**config.mk**
```make
export PLATFORM = sky130hd
export DESIGN_NAME = button_bank
export DESIGN_NICKNAME = d
export VERILOG_FILES = /design/src/rtl/button_pkg.sv /design/src/rtl/button_channel.sv /design/src/rtl/button_bank.sv
export SDC_FILE = /design/constraint.sdc
export NUM_CORES = 1
export LEC_CHECK = 0
export ABC_AREA = 1
export CORE_MARGIN = 10
export CORE_UTILIZATION = 26
export DETAILED_ROUTE_END_ITERATION = 16
export PLACE_DENSITY = 0.5
export RECOVER_POWER = 25
export REMOVE_ABC_BUFFERS = 1
export SYNTH_ARGS = -nofsm -noshare
export SYNTH_HDL_FRONTEND = slang
export SYNTH_SLANG_ARGS = --single-unit
```
**constraint.sdc**
```tcl
create_clock -name clk -period 3.1 [get_ports clk]
set_input_delay 0.62 -clock clk [delete_from_list [all_inputs] [get_ports clk]]
set_output_delay 0.62 -clock clk [all_outputs]
set_load 0.01 [all_outputs]
```
**src/rtl/button_pkg.sv**
```systemverilog
// Shared types and default timing constants for the debounced pushbutton bank.
// The defaults assume a 50 MHz system clock.
package button_pkg;

  typedef enum logic [1:0] {
    IDLE,
    PRESS,
    HOLD,
    LOCK
  } btn_state_t;

  localparam int DEF_DEBOUNCE_TICKS = 500_000;     // 10 ms
  localparam int DEF_HOLD_TICKS     = 25_000_000;  // 0.5 s
  localparam int DEF_REPEAT_TICKS   = 10_000_000;  // 5 Hz

  // One counter width serves both the debounce counter and the hold/repeat timer.
  function automatic int timer_width(input int a, input int b, input int c);
    int m;
    m = a;
    if (b > m) m = b;
    if (c > m) m = c;
    return $clog2(m + 1);
  endfunction

endpackage

```
**src/rtl/button_channel.sv**
```systemverilog
// One pushbutton channel: polarity normalisation, 2-flop synchroniser,
// time-based debounce and the press/click/hold/repeat event FSM.
module button_channel
  import button_pkg::*;
#(
  parameter bit ACTIVE_LOW     = 1'b1,
  parameter int DEBOUNCE_TICKS = DEF_DEBOUNCE_TICKS,
  parameter int HOLD_TICKS     = DEF_HOLD_TICKS,
  parameter int REPEAT_TICKS   = DEF_REPEAT_TICKS,
  parameter bit REPEAT_EN      = 1'b1
) (
  input  logic clk,
  input  logic rst_n,
  input  logic key_raw,
  input  logic en,
  output logic pressed,
  output logic press,
  output logic click,
  output logic release_evt,
  output logic held,
  output logic repeat_tick
);

  localparam int TW = timer_width(DEBOUNCE_TICKS, HOLD_TICKS, REPEAT_TICKS);
  localparam logic [TW-1:0] DB_LAST   = TW'(DEBOUNCE_TICKS - 1);
  localparam logic [TW-1:0] HOLD_LAST = TW'(HOLD_TICKS - 1);
  localparam logic [TW-1:0] REP_LAST  = TW'(REPEAT_TICKS - 1);

  logic          key_norm;
  logic          sync_q1;
  logic          sync_q2;
  logic          deb_q;
  logic [TW-1:0] db_cnt;
  logic [TW-1:0] timer;
  btn_state_t    state;

  // Internally 1 always means "pressed", whatever the pin polarity.
  assign key_norm = ACTIVE_LOW ? ~key_raw : key_raw;
  assign pressed  = deb_q;

  // NOTE: sequential state uses non-blocking assignments only, so every flop
  // samples pre-edge values and block ordering cannot change behaviour.
  always_ff @(posedge clk or negedge rst_n) begin
    if (!rst_n) begin
      sync_q1 <= 1'b0;
      sync_q2 <= 1'b0;
      deb_q   <= 1'b0;
      db_cnt  <= '0;
    end else begin
      sync_q1 <= key_norm;
      sync_q2 <= sync_q1;
      if (sync_q2 == deb_q) begin
        db_cnt <= '0;
      end else if (db_cnt == DB_LAST) begin
        deb_q  <= sync_q2;
        db_cnt <= '0;
      end else begin
        db_cnt <= db_cnt + 1'b1;
      end
    end
  end

  always_ff @(posedge clk or negedge rst_n) begin
    if (!rst_n) begin
      state       <= IDLE;
      timer       <= '0;
      press       <= 1'b0;
      click       <= 1'b0;
      release_evt <= 1'b0;
      held        <= 1'b0;
      repeat_tick <= 1'b0;
    end else begin
      press       <= 1'b0;
      click       <= 1'b0;
      release_evt <= 1'b0;
      repeat_tick <= 1'b0;
      case (state)
        IDLE: begin
          if (deb_q) begin
            if (en) begin
              press <= 1'b1;
              timer <= '0;
              state <= PRESS;
            end else begin
              state <= LOCK;
            end
          end
        end
        PRESS: begin
          if (!en) begin
            state <= LOCK;
          end else if (!deb_q) begin
            click       <= 1'b1;
            release_evt <= 1'b1;
            state       <= IDLE;
          end else if (timer == HOLD_LAST) begin
            held        <= 1'b1;
            repeat_tick <= REPEAT_EN;
            timer       <= '0;
            state       <= HOLD;
          end else begin
            timer <= timer + 1'b1;
          end
        end
        HOLD: begin
          if (!en) begin
            held  <= 1'b0;
            state <= LOCK;
          end else if (!deb_q) begin
            release_evt <= 1'b1;
            held        <= 1'b0;
            state       <= IDLE;
          end else if (timer == REP_LAST) begin
            repeat_tick <= REPEAT_EN;
            timer       <= '0;
          end else begin
            timer <= timer + 1'b1;
          end
        end
        LOCK: begin
          // A key held across a disable must be let go before it can fire again.
          if (!deb_q) state <= IDLE;
        end
        default: state <= IDLE;
      endcase
    end
  end

endmodule

```
**src/rtl/button_bank.sv**
```systemverilog
// N-channel debounced pushbutton front end: independent channels plus
// combined any/multi-press flags for the control FSM.
module button_bank
  import button_pkg::*;
#(
  parameter int N_BUTTONS      = 4,
  parameter bit ACTIVE_LOW     = 1'b1,
  parameter int DEBOUNCE_TICKS = DEF_DEBOUNCE_TICKS,
  parameter int HOLD_TICKS     = DEF_HOLD_TICKS,
  parameter int REPEAT_TICKS   = DEF_REPEAT_TICKS,
  parameter bit REPEAT_EN      = 1'b1
) (
  input  logic                 clk,
  input  logic                 rst_n,
  input  logic [N_BUTTONS-1:0] key_raw,
  input  logic                 en,
  output logic [N_BUTTONS-1:0] pressed,
  output logic [N_BUTTONS-1:0] press,
  output logic [N_BUTTONS-1:0] click,
  output logic [N_BUTTONS-1:0] release_evt,  // "release" is a reserved word
  output logic [N_BUTTONS-1:0] held,
  output logic [N_BUTTONS-1:0] repeat_tick,
  output logic                 any_pressed,
  output logic                 multi_pressed
);

  if (DEBOUNCE_TICKS < 1 || HOLD_TICKS < 2 || REPEAT_TICKS < 1) begin : g_bad_params
    $error("button_bank: need DEBOUNCE_TICKS>=1, HOLD_TICKS>=2, REPEAT_TICKS>=1");
  end

  for (genvar i = 0; i < N_BUTTONS; i++) begin : g_ch
    button_channel #(
      .ACTIVE_LOW    (ACTIVE_LOW),
      .DEBOUNCE_TICKS(DEBOUNCE_TICKS),
      .HOLD_TICKS    (HOLD_TICKS),
      .REPEAT_TICKS  (REPEAT_TICKS),
      .REPEAT_EN     (REPEAT_EN)
    ) u_ch (
      .clk        (clk),
      .rst_n      (rst_n),
      .key_raw    (key_raw[i]),
      .en         (en),
      .pressed    (pressed[i]),
      .press      (press[i]),
      .click      (click[i]),
      .release_evt(release_evt[i]),
      .held       (held[i]),
      .repeat_tick(repeat_tick[i])
    );
  end

  // Clearing the lowest set bit leaves something only if two or more were set.
  assign any_pressed   = |pressed;
  assign multi_pressed = |(pressed & (pressed - 1'b1));

endmodule

```
==> summary.txt <==
STA
  • Slew @ Worst Pin: around 1.9 ns
  • Final hold vios: 0
  • Highest clock rate: 355.2 MHz
  • Min Tclk post-route: ~2.8 ns
  • Final setup fails: 0
  • Fin. max-slew vios: 71
  • Fin Hold WS: ~0.35 ns
  • Relative slew slack: -25.64%
  • Setup TNS: 0 ns
  • Skew final: between 0.015 and 0.02 ns
  • Final period utilization: between 90% and 100%
  • RSZ-0062 raised after global routing: false

Floorplan
  • Core area: about 55000 µm²
  • FP Rows: 86
  • Die width: around 260 µm
  • Die Y: between 200 and 300 µm
  • Die area: 66060 µm²
  • IO Pins: 33
  • Initial core utilization: a little over a quarter

Placement
  • DP HPWL: ~27 mm
  • Post-DP Area: between 15000 and 20000 µm²
  • GP Congestion: 0.8617
  • Port buffer count: 32

Power
  • Worst-case vdd ir drop: 0.4687 mV
  • PD cells: 557.3 nW/µm²
  • Static leakage: 7.119 nW

Clock network
  • Clock root buffer: clkbuf_16
  • H-tree depth: 1
  • Clk pin slew, worst setup/hold paths: roughly 0.060 ns
  • # hold bufs at CTS: 0
  • Longest Clk Path Bufs: 3
  • CTS Sinks: 240
  • # resized after CTS: 0
  • Clock Latency Late Sink: just under 0.6 ns
  • CTS buffer count: 30
  • Post-CTS Setup Bufs: 0
  • TritonCTS clock tree: yes

Worst setup path
  • Slowest library cell on the worst path: clkdlybuf4s50_1
  • CP required: roughly 2.5 ns
  • Critical-path cell list: inv_1 -> o211ai_1 -> nand2_1 -> inv_1 -> clkdlybuf4s50_1
  • Crit start category: register
  • Crit path largest cell delay: ~0.54 ns
  • Most common cell on crit path: inv_1
  • Reg2Reg Depth: 12
  • CP endpoint kind: output port
  • Crit Path Category: register to output port
  • Crit path max fanout: 6
  • Worst EP arrival: between 2 and 2.5 ns

Global routing
  • Vias in the first global route: roughly 12k
  • Overall routing resource usage: 11.07%
  • First-pass GRT wire length: about 63 mm
  • Initial antenna violation count: 0
  • Largest net degree at the start of global routing: approximately 70
  • GRT Residual Overflow: 0

Route
  • DRC: 0
  • Final wirelength: around 37 mm
  • DR pass1 iterations: 4
  • DR iter-0 viols: 839
  • Via count: 12.62k
  • Vias per cell: approximately 4.6
  • Post-DR wirelength/cell: roughly 13 µm
  • Antenna-violating nets left: 0

Logic synthesis
  • Syn Inst Count: around 2.0k
  • Syn avg cell area: between 7 and 8 µm²
  • Dominant cells by area after synthesis: dfrtp_1, nand2_1, nor2_1, inv_1, a21oi_1
  • Post-synth top area cell: dfrtp_1
  • Seq cells post-synth: 240
  • Number of synthesized flops with an enable pin: 0
  • Async SR Flop Fraction: 100.0%
  • Distinct cells, synth: 54
  • Seq/Total Area, Yosys: between 40% and 50%
  • Syn. warnings: 0
  • Mapped Area: about 15000 µm²
  • Main synth FF type: dfrtp_1
  • Post-synth top area share: between 40% and 50%

Job
  • Max-cap violation count: 1

Outcome
  • Status: complete, but fails checks
  • Failing checks: capacitance limit, slew limit

Cells and area
  • Area used by multi-input combinational logic: between 7000 and 8000 µm²
  • Seq. cell area: roughly 6000 µm²
  • Fillers: around 6.0k
  • Layout cells sized above 1: roughly 8%
  • Area growth syn-to-layout: 13.39%
  • Nets: a little over 2k
  • Final core occ: 29.89%
  • Ant diodes: 0
  • Design Area, Final: roughly 17000 µm²

Hold path
  • Worst hold path class: register to register
  • Hold depth: 0
## worst max-delay path: cells and delay by family (launching register included)
kind / cells / cell delay [ns]
buf+inv: 3 / 0.80
flops: 1 / 0.51
simple gates: 1 / 0.10
compound gates: 1 / 0.21
## kinds of logic after synthesis
| logic type | count (synthesis) | share of synthesized area [%] |
|---|---|---|
| AOI/OAI and AO/OA | 235 | 8.815 |
| and+or+nand+nor | 1075 | 33.78 |
| buffers and inverters | 313 | 9.414 |
| DFF | 240 | 41.12 |
| xor gates and xnor gates | 79 | 4.737 |
| adders and majority gates | 24 | 2.056 |
| muxes | 1 | 0.07709 |
## area by class of cell
class / instances / area share (%)
Timing Repair Buffer: 50 / 2.795
Multi-Input combinational cell: 1414 / 43.63
Sequential cell: 240 / 36.27
Clock inverter: 5 / 0.3853
Tap cell: 748 / 5.651
Inverter: 254 / 5.787
Clock buffer: 48 / 5.485
## per-stage QoR
stage                     setup slack [ns]  instances  total power, mW
after floorplan                     0.9988       1908            5.082
after global placement              0.2538       2706            5.848
after detailed placement            0.2555       2706            5.882
after CTS                          0.05072       2759            9.403
after global routing                0.1481       2759            9.820
final                               0.2846       2759            9.230
## metal layers
layer | up-vias | GRT usage (%) | wire length [µm]
met2 | 200 | 17.93 | 16620
met4 | 0 | 2.383 | 696
met1 | 5974 | 15.13 | 18200
li1 | 6401 | - | -
met5 | - | 0 | 0
met3 | 44 | 1.938 | 1495
## Yosys cell counts (all sizes together), types with 2 or more instances
library cell and number:
nand2 435, nor2 330, inv 250, dfrtp 240
a21oi 125, nand3 117, nor3 97, o21ai 72
nand4 69, xor2 62, buf 56, ha 24
xnor2 17, nor3b 11, nor4 8, a31oi 6
o211ai 6, a22oi 5, o31ai 5, or2 5
a211oi 4, clkinv 4, clkbuf 3, a21boi 2
a41oi 2, o21a 2, o21bai 2
## final timing paths
check	startpoint	to	slack [ns]
worst max-delay path	g_ch[1].u_ch.pressed$_DFFE_PN0P_	multi_pressed	0.28
worst min register to register	g_ch[2].u_ch.sync_q1$_DFF_PN0_	g_ch[2].u_ch.sync_q2$_DFF_PN0_	0.35
max in group asynchronous	rst_n	g_ch[0].u_ch.timer[23]$_DFFE_PN0P_	0.79
worst min-delay path	g_ch[2].u_ch.sync_q1$_DFF_PN0_	g_ch[2].u_ch.sync_q2$_DFF_PN0_	0.35
worst max register to register	g_ch[3].u_ch.state[0]$_DFFE_PN0P_	g_ch[3].u_ch.timer[3]$_DFFE_PN0P_	0.72
min in group asynchronous	rst_n	g_ch[1].u_ch.db_cnt[1]$_DFF_PN0_	0.56
## where the power goes
group          total, mW  switching (mW)  internal [mW]
sequential          3.59           0.220           3.37
combinational       2.21            1.52          0.688
clock               3.43            1.37           2.07
total               9.23            3.11           6.12
## sequential cells by signal, summed over array words and instances, names as in the netlist
register,flops
g_ch.u_ch.click,4
g_ch.u_ch.db_cnt,100
g_ch.u_ch.held,4
g_ch.u_ch.press,4
g_ch.u_ch.pressed,4
g_ch.u_ch.release_evt,4
g_ch.u_ch.repeat_tick,4
g_ch.u_ch.state,8
g_ch.u_ch.sync_q1,4
g_ch.u_ch.sync_q2,4
g_ch.u_ch.timer,100
## cells in the final DEF (no fill, tap or decap), types with 3 or more instances in the layout
master           netlist  routed
nor3b_1               10      10
o21ai_1                4       4
inv_2                 14      14
o31ai_1                5       5
a31oi_1                6       6
nor2_4                 8       8
or2_2                  3       3
nor4_1                 8       8
clkbuf_8               0       9
a21oi_2                3       3
clkbuf_1               3       9
ha_1                  24      24
nand3_2                6       6
clkdlybuf4s50_1        0      27
nand3_1              111     111
nor2_1               304     304
a211oi_1               4       4
a22oi_1                5       5
nand2_1              409     409
nor3_2                 7       7
nand4_1               68      68
clkbuf_16              0      30
nor2_2                18      18
o211ai_1               6       6
inv_1                236     236
nand2_2               18      18
dlygate4sd3_1          0       4
nor3_1                83      83
a21oi_1              122     122
nand2_4                7       7
buf_4                 30      16
clkinv_1               3       3
xor2_1                62      62
o21ai_0               67      67
nor3_4                 7       7
dfrtp_1              240     239
xnor2_1               17      17
Power figures use the tool's default switching activity.
